==> src/rtl/lsu_mem_master.sv <==
// Load/store initiator for the byte-masked data memory: one op at a time, alignment
// checking, lane-replicated store data and sign/zero-extended load results.
module lsu_mem_master #(
  parameter int ADDR_W = 8
) (
  input  logic              clk_i,
  input  logic              rst_ni,
  input  logic              op_valid_i,
  output logic              op_ready_o,
  input  logic              op_load_i,
  input  logic              op_store_i,
  input  logic [2:0]        op_funct3_i,
  input  logic [31:0]       op_addr_i,
  input  logic [31:0]       op_wdata_i,
  input  logic [4:0]        op_rd_i,
  output logic              mem_request_o,
  output logic              mem_we_re_o,
  output logic [ADDR_W-1:0] mem_address_o,
  output logic [31:0]       mem_data_in_o,
  output logic [3:0]        mem_mask_o,
  input  logic [31:0]       mem_data_out_i,
  output logic              ld_valid_o,
  output logic [31:0]       ld_data_o,
  output logic [4:0]        ld_rd_o,
  output logic              st_done_o,
  output logic              err_o
);

  typedef enum logic [2:0] {IDLE, REQ, RDATA, RESP, ERR} state_t;

  state_t              state_q;
  logic                op_ready_q;
  logic                mem_request_q, mem_we_re_q;
  logic [ADDR_W-1:0]   mem_address_q;
  logic [31:0]         mem_data_in_q;
  logic [3:0]          mem_mask_q;
  logic                ld_valid_q, st_done_q, err_q;
  logic [31:0]         ld_data_q;
  logic [4:0]          ld_rd_q;
  logic                load_q;
  logic [2:0]          funct3_q;
  logic [1:0]          ofs_q;
  logic [4:0]          rd_q;

  logic                accept_d, illegal_d;
  logic [3:0]          st_mask_d;
  logic [31:0]         st_data_d, ld_ext_d;

  // Upper address bits alias onto the same words.
  logic                unused_addr_bits;
  assign unused_addr_bits = ^op_addr_i[31:ADDR_W+2];

  function automatic logic is_illegal(input logic ld, input logic st,
                                      input logic [2:0] f3, input logic [1:0] ofs);
    logic bad;
    bad = (ld == st);
    if (ld && (f3 == 3'b011 || f3 == 3'b110 || f3 == 3'b111)) bad = 1'b1;
    if (st && !(f3 == 3'b000 || f3 == 3'b001 || f3 == 3'b010)) bad = 1'b1;
    if (f3[1:0] == 2'b01 && ofs[0]) bad = 1'b1;
    if (f3[1:0] == 2'b10 && ofs != 2'b00) bad = 1'b1;
    return bad;
  endfunction

  function automatic logic [3:0] store_mask(input logic [1:0] size, input logic [1:0] ofs);
    case (size)
      2'b00:   return 4'b0001 << ofs;
      2'b01:   return 4'b0011 << {ofs[1], 1'b0};
      default: return 4'b1111;
    endcase
  endfunction

  function automatic logic [31:0] store_data(input logic [1:0] size, input logic [31:0] wd);
    case (size)
      2'b00:   return {4{wd[7:0]}};
      2'b01:   return {2{wd[15:0]}};
      default: return wd;
    endcase
  endfunction

  function automatic logic [31:0] load_extend(input logic [31:0] word, input logic [2:0] f3,
                                              input logic [1:0] ofs);
    logic        [31:0] lane;
    logic signed [7:0]  sb;
    logic signed [15:0] sh;
    lane = word >> {ofs, 3'b000};
    sb   = lane[7:0];
    sh   = lane[15:0];
    case (f3)
      3'b000:  return 32'(sb);
      3'b001:  return 32'(sh);
      3'b100:  return {24'd0, lane[7:0]};
      3'b101:  return {16'd0, lane[15:0]};
      default: return word;
    endcase
  endfunction

  always_comb begin
    accept_d  = op_valid_i && op_ready_q && (state_q == IDLE);
    illegal_d = is_illegal(op_load_i, op_store_i, op_funct3_i, op_addr_i[1:0]);
    st_mask_d = store_mask(op_funct3_i[1:0], op_addr_i[1:0]);
    st_data_d = store_data(op_funct3_i[1:0], op_wdata_i);
    ld_ext_d  = load_extend(mem_data_out_i, funct3_q, ofs_q);
  end

  always_ff @(posedge clk_i or negedge rst_ni) begin
    if (!rst_ni) begin
      state_q       <= IDLE;
      op_ready_q    <= 1'b1;
      mem_request_q <= 1'b0;
      mem_we_re_q   <= 1'b0;
      mem_address_q <= '0;
      mem_data_in_q <= '0;
      mem_mask_q    <= '0;
      ld_valid_q    <= 1'b0;
      st_done_q     <= 1'b0;
      err_q         <= 1'b0;
      ld_data_q     <= '0;
      ld_rd_q       <= '0;
      load_q        <= 1'b0;
      funct3_q      <= '0;
      ofs_q         <= '0;
      rd_q          <= '0;
    end else begin
      // Memory-side outputs and status pulses default low every cycle.
      mem_request_q <= 1'b0;
      mem_we_re_q   <= 1'b0;
      mem_address_q <= '0;
      mem_data_in_q <= '0;
      mem_mask_q    <= '0;
      ld_valid_q    <= 1'b0;
      st_done_q     <= 1'b0;
      err_q         <= 1'b0;
      case (state_q)
        IDLE: begin
          if (accept_d) begin
            op_ready_q <= 1'b0;
            load_q     <= op_load_i;
            funct3_q   <= op_funct3_i;
            ofs_q      <= op_addr_i[1:0];
            rd_q       <= op_rd_i;
            if (illegal_d) begin
              state_q <= ERR;
              err_q   <= 1'b1;
            end else begin
              state_q       <= REQ;
              mem_request_q <= 1'b1;
              mem_we_re_q   <= op_store_i;
              mem_address_q <= op_addr_i[ADDR_W+1:2];
              mem_data_in_q <= op_store_i ? st_data_d : 32'd0;
              mem_mask_q    <= op_store_i ? st_mask_d : 4'd0;
              st_done_q     <= op_store_i;
            end
          end
        end
        REQ: begin
          if (load_q) begin
            state_q <= RDATA;
          end else begin
            state_q    <= IDLE;
            op_ready_q <= 1'b1;
          end
        end
        RDATA: begin
          ld_data_q  <= ld_ext_d;
          ld_rd_q    <= rd_q;
          ld_valid_q <= 1'b1;
          state_q    <= RESP;
        end
        RESP, ERR: begin
          state_q    <= IDLE;
          op_ready_q <= 1'b1;
        end
        default: begin
          state_q    <= IDLE;
          op_ready_q <= 1'b1;
        end
      endcase
    end
  end

  assign op_ready_o    = op_ready_q;
  assign mem_request_o = mem_request_q;
  assign mem_we_re_o   = mem_we_re_q;
  assign mem_address_o = mem_address_q;
  assign mem_data_in_o = mem_data_in_q;
  assign mem_mask_o    = mem_mask_q;
  assign ld_valid_o    = ld_valid_q;
  assign ld_data_o     = ld_data_q;
  assign ld_rd_o       = ld_rd_q;
  assign st_done_o     = st_done_q;
  assign err_o         = err_q;

endmodule

==> config.mk <==
export PLATFORM = sky130hd
export DESIGN_NAME = lsu_mem_master
export DESIGN_NICKNAME = d
export VERILOG_FILES = /design/src/rtl/lsu_mem_master.sv
export SDC_FILE = /design/constraint.sdc
export NUM_CORES = 1
export LEC_CHECK = 0
export BUFFER_PORTS_ARGS = -buffer_cell sky130_fd_sc_hd__buf_2
export CORE_ASPECT_RATIO = 1.25
export CORE_MARGIN = 2
export CORE_UTILIZATION = 45
export CTS_BUF_LIST = sky130_fd_sc_hd__clkbuf_4
export CTS_CLUSTER_DIAMETER = 60
export DETAILED_ROUTE_END_ITERATION = 10
export GPL_TIMING_DRIVEN = 0
export PLACE_DENSITY_LB_ADDON = 0.15
export SYNTH_ARGS = -nofsm -noshare
export SYNTH_HDL_FRONTEND = slang
export SYNTH_SLANG_ARGS = --single-unit
==> constraint.sdc <==
create_clock -name clk_i -period 2 [get_ports clk_i]
set_clock_uncertainty 0.2 [all_clocks]
set_input_delay 0.3 -clock clk_i [delete_from_list [all_inputs] [get_ports clk_i]]
set_output_delay 0.3 -clock clk_i [all_outputs]
set_load 0.01 [all_outputs]
# Word level (Yosys, flattened, before mapping)
# Cells that the tools add are included.
# W data, S select, Z words.
dict set report word_totals {
  register_bits 100
  latchBits 0
  ram_bits 0
  romBits 0
  in_bits 109
  elab_cells 87
  mem_count 0
}
dict set report classes {
  add_sub_neg 0
  mul 0
  n_div 0
  n_lt_le_gt_ge 0
  eq_ne 15
  n_shift 3
  n_mux 35
  n_bitwise 1
  reduce_logical 18
}
# op count
set op_table {}
lappend op_table {{$mux W32} 4}
lappend op_table {{$pmux W32 S4} 1}
lappend op_table {{$pmux W32 S2} 1}
lappend op_table {{$shr A32 B5 Y16} 1}
lappend op_table {{$mux W8} 3}
lappend op_table {{$mux W1} 16}
lappend op_table {{$mux W4} 4}
lappend op_table {{$eq A3 B3 Y1 const B} 4}
lappend op_table {{$eq A3 B1 Y1 const B} 3}
lappend op_table {{$eq A3 B2 Y1 const B} 3}
lappend op_table {{$logic_not A3 Y1} 3}
lappend op_table {{$pmux W3 S3} 1}
lappend op_table {{$pmux W4 S2} 1}
lappend op_table {{$logic_and A1 B1 Y1} 6}
lappend op_table {{$mux W3} 2}
lappend op_table {{$logic_or A1 B1 Y1} 4}
lappend op_table {{$ne A2 B2 Y1 const B} 2}
lappend op_table {{$shl A1 B2 Y4 const A} 1}
lappend op_table {{$shl A2 B2 Y4 const A} 1}
lappend op_table {{$pmux W1 S3} 1}
lappend op_table {{$reduce_and A3 Y1} 1}
lappend op_table {{$eq A2 B1 Y1 const B} 1}
lappend op_table {{$eq A2 B2 Y1 const B} 1}
lappend op_table {{$logic_not A2 Y1} 1}
lappend op_table {{other kinds (6)} 6}

# Depth between registers and ports, before layout
dict set report depth {
  depth_word 11
  mapped_depth 8
}

# Worst setup path before layout
# OpenSTA, ideal clock, no wires.
dict set report synth_path {
  path_type {reg2reg}
  start {register op_ready_q, in the netlist op_ready_o}
  end {register ofs_q[0]}
  arrival_ps 1496
  path_slack_ps 179
  path_stages_with_launch 5
  path_buffers 1
  cell_sequence {dfstp_2 -> nand4bb_1 -> nor2_2 -> buf_4 -> mux2_2}
}
dict set report synth_via {
  elab_chain_len 3
}
# element line
set synth_lines {}
lappend synth_lines {{from (decl)} 32} ;# logic op_ready_q;
lappend synth_lines {{from (signal assigned)} 108} ;# op_ready_q <= 1'b1;
lappend synth_lines {{from (signal assigned)} 136} ;# op_ready_q <= 1'b0;
lappend synth_lines {{from (signal assigned)} 160} ;# op_ready_q <= 1'b1;
lappend synth_lines {{$logic_and A1 B1 Y1 (2 in a row)} 98} ;# accept_d = op_valid_i && op_ready_q && (state_q == IDLE);
lappend synth_lines {{$reduce_and A2 Y1 (no line)} -}
lappend synth_lines {{to (signal assigned)} 139} ;# ofs_q <= op_addr_i[1:0];
lappend synth_lines {{to (decl)} 42} ;# logic [1:0] ofs_q;
# Every way passes these cells.
# A chain may end at the register's enable or synchronous reset.

# Worst setup path after layout
dict set report layout_path {
  start {input op_load_i}
  end {register mem_mask_q[0], in the netlist mem_mask_o[0]}
}
dict set report layout_via {
  elab_chain_len 8
}
# element line
set layout_lines {}
lappend layout_lines {{from (decl)} 10} ;# input logic op_load_i,
lappend layout_lines {{$eq A1 B1 Y1 or $logic_and A1 B1 Y1 (tied branches)} {56, 57}}
lappend layout_lines {{$mux W1 *} 57} ;# if (ld && (f3 == 3'b011 || f3 == 3'b110 || f3 == 3'b111)) bad = 1'b1;
lappend layout_lines {{$mux W1 *} 58} ;# if (st && !(f3 == 3'b000 || f3 == 3'b001 || f3 == 3'b010)) bad = 1'b1;
lappend layout_lines {{$mux W1 *} 59} ;# if (f3[1:0] == 2'b01 && ofs[0]) bad = 1'b1;
lappend layout_lines {{$mux W1 *} 60} ;# if (f3[1:0] == 2'b10 && ofs != 2'b00) bad = 1'b1;
lappend layout_lines {{$mux W4 *} 141} ;# if (illegal_d) begin
lappend layout_lines {{$mux W4 *} 135} ;# if (accept_d) begin
lappend layout_lines {{$mux W4 *} 133} ;# case (state_q)
lappend layout_lines {{to (signal assigned)} 150} ;# mem_mask_q <= op_store_i ? st_mask_d : 4'd0;
lappend layout_lines {{to (decl)} 36} ;# logic [3:0] mem_mask_q;
# Mark *: on every way between the ends. The rest lies on a longest branch, timed or not.

==> impl_metrics.csv <==
group,metric,value,unit
sta,setup_tns,0,ns
flow_run,cap_violations,0,
sta,max_slew.worst_pin.slew,0.583,ns
global_route,antenna_found_initial,0,
clocking,cts_tree,"built",
placement,placedCellCount,736,
sta,max_slew_margin,61.1,%
synthesis,async_flop_share,100,%
synthesis,synth_top_cell_by_area,"dfrtp_1",
pwr,ir_drop,0.000509,V
synthesis,synth-edff-count,0,
routing,antenna_left,0,
synthesis,netlist_instances,436,
sta,fmax,522,MHz
floorplanning,die_w,93.6,um
critical_path,r2r_slack,0.11,ns
clocking,clkSinkCount,100,
pwr,leakage,0.00331,uW
floorplanning,boundaryPins,196,
clocking,root_buffer,"clkbuf_4",
sta,layout_min_cycle_time,1.92,ns
synthesis,synth_area,0.00452,mm2
sta,min_period_over_period,95.8,%
critical_path,start_kind,"primary input",
clocking,insertion_delay,0.44,ns
placement,routabilityCongestion,0.949,
critical_path,cp_max_fo,6,
synthesis,synthesis.nets,545,
routing,dr.pass1.iters,4,
critical_path,arrival,2.06,ns
layout,multi_input_area,0.00187,mm2
synthesis,synth_flop_cell,"dfrtp_1",
global_route,grt_pass1_wl,21800,um
clocking,clock_path_buffers,2,
layout,fin_nets,816,
routing,wl,14100,um
clocking,path_clk_slew,0.15,ns
layout,syn_to_final_growth,46.8,%
layout,stdcell_area,0.00663,mm2
routing,drt-initial-drc-count,220,
synthesis,yosysSeqAreaShare,55.4,%
floorplanning,rows,40,
routing,wl_per_cell,16.8,um
layout,drive_gt1_share,32.6,%
routing,num_vias,4423,
floorplanning,initial_core_util,46.5,%
synthesis,yosysWarnings,0,
layout,antenna-diode-count,0,
global_route,grt.overflow.total,0,
floorplanning,core,0.00971,mm2
pwr,powerDensity,1090,mW/mm2
global_route,grt_use_total,26.2,%
placement,postPlaceCellArea,0.00557,mm2
floorplanning,die_area,0.0109,mm2
layout,fill_cells,781,
critical_path,critPathKind,"in2reg",
floorplanning,die_y,116,um
sta,slew_violations,0,
clocking,numCtsBuffers,9,
synthesis,yosys_register_bits,100,
sta,setup_viol,0,
synthesis,avgSynthCellArea,10.4,um2
synthesis,ys_types,36,
min_path,hp-class,"in2reg",
placement,hpwlAfterDp,9460,um
critical_path,crit_required,2.15,ns
sta,rsz0062_at_grt,"no",
routing,viasPerCell,5.28,
critical_path,endpoint_kind,"flop",
placement,io_buffers,173,
synthesis,synthMostInstantiatedCell,"dfrtp_1",
synthesis,netlist_top_cells_count,"dfrtp_1 (99), nor2_1 (54), a21oi_1 (46), nand2_1 (35), o21ai_0 (27)",
clocking,htreeDepth,3,
global_route,grt_pass1_vias,4647,
routing,route.detailed.drc,0,
pwr,total_power,7250,uW
status,outcome,"finished clean",
layout,register_area,0.00250,mm2
sta,hold_viol,0,
layout,final_util,68.3,%
layout,final_cells,838,
synthesis,synthTopCellsByArea,"dfrtp_1 (55%), mux2i_1 (5.5%), a21oi_1 (5.1%)",
global_route,grt_start_max_net_pins,60,
synthesis,yosysTopAreaCellShare,54.8,%
through the flow:
step	hold WS, ns	setup WS [ns]
2_1_floorplan	-0.196	0.179
3_5_place_dp	0.134	-0.142
5_1_grt	0.00970	0.0173
6_report	0.0111	0.0843
4_1_cts	0.00801	0.00551
3_3_place_gp	0.246	-0.581
path summary, 6_finish.rpt:
kind,start,endpoint,depth (start not counted)
setup / recovery,op_load_i,mem_mask_o[0],6
hold / removal,op_store_i,st_done_o,3
setup reg to reg,op_ready_o,mem_mask_o[0],5
hold reg to reg,rd_q[0],ld_rd_o[0],2
max in group asynchronous,rst_ni,op_ready_o,3
min in group asynchronous,rst_ni,mem_address_o[3],2
cells in the final DEF (no fill, tap or decap), drive strengths merged, types with 2 or more instances in the layout:
cell type    instances
buf                190
clkbuf              32
dfrtp               99
mux2                14
mux2i               26
a2bb2oi              7
nand4                2
nor2b                3
and2                18
a21oi               46
xor2                 2
or3                  2
o211ai               6
nand2b               4
nor2                55
o21ai               27
nand2               35
inv                  3
o22ai               23
clkinvlp             2
dlygate4sd3         83
nand3b              19
area by class of cell:
class                   instances  area share (%)
multi-input cells             300            28.3
flip-flops and latches        100            37.8
inverters                       3           0.170
clock inverters                 4           0.755
repair buffers                260            26.8
plain buffers                  33            2.53
clock buffers                  12            1.36
well taps                     126            2.38
worst max-delay path: stages:
cell and delay, ns:
dlygate4sd3_1 0.54, buf_2 0.14, xor2_1 0.14, o2111a_1 0.38, nand3_1 0.23, a2111oi_2 0.33
sequential cells by signal, indices dropped and copies added, names as in the netlist, 2 cells and up:
signal and cells:
mem_mask_o 4, ofs_q 2, rd_q 5, state_q 3
funct3_q 3, ld_data_o 32, mem_address_o 8, ld_rd_o 5
mem_data_in_o 32
routing by layer:
metal	track usage [%]	part of all wire (%)	wire length (um)	vias up
met2	49.5	54	7550	181
met1	28.1	37	5160	2148
met5	0	0	0	-
met4	9.66	2.3	330	0
met3	6.37	7.3	1020	27
li1	-	-	-	2067
report_power, final:
part / internal (uW) / switching [uW]
Sequential: 2570 / 307
Combinational: 1460 / 1830
Clock: 423 / 655
Total: 4450 / 2790
cell families (layout without fill, tap and decap cells):
group	after synthesis	in the layout	share of synthesized area (%)
AND/OR/NAND/NOR	144	144	16.0
AO/OA/AOI/OAI	114	114	14.9
flip-flops	100	100	55.4
multiplexers	40	40	9.53
buffers and inverters	36	312	3.82
XOR/XNOR	2	2	0.388
repair_timing:
| action | 4_1_cts | 5_1_grt |
|---|---|---|
| gates resized for setup | 1 | 15 |
| gates cloned | 0 | 0 |
| buffers inserted | 2 | 1 |
| pin swaps | 1 | 1 |
| hold endpoints to repair | 118 | 1 |
| setup endpoints to repair | 27 | 43 |
| hold buffers | 82 | 1 |
Note: power is estimated with default switching activity, not from simulation.
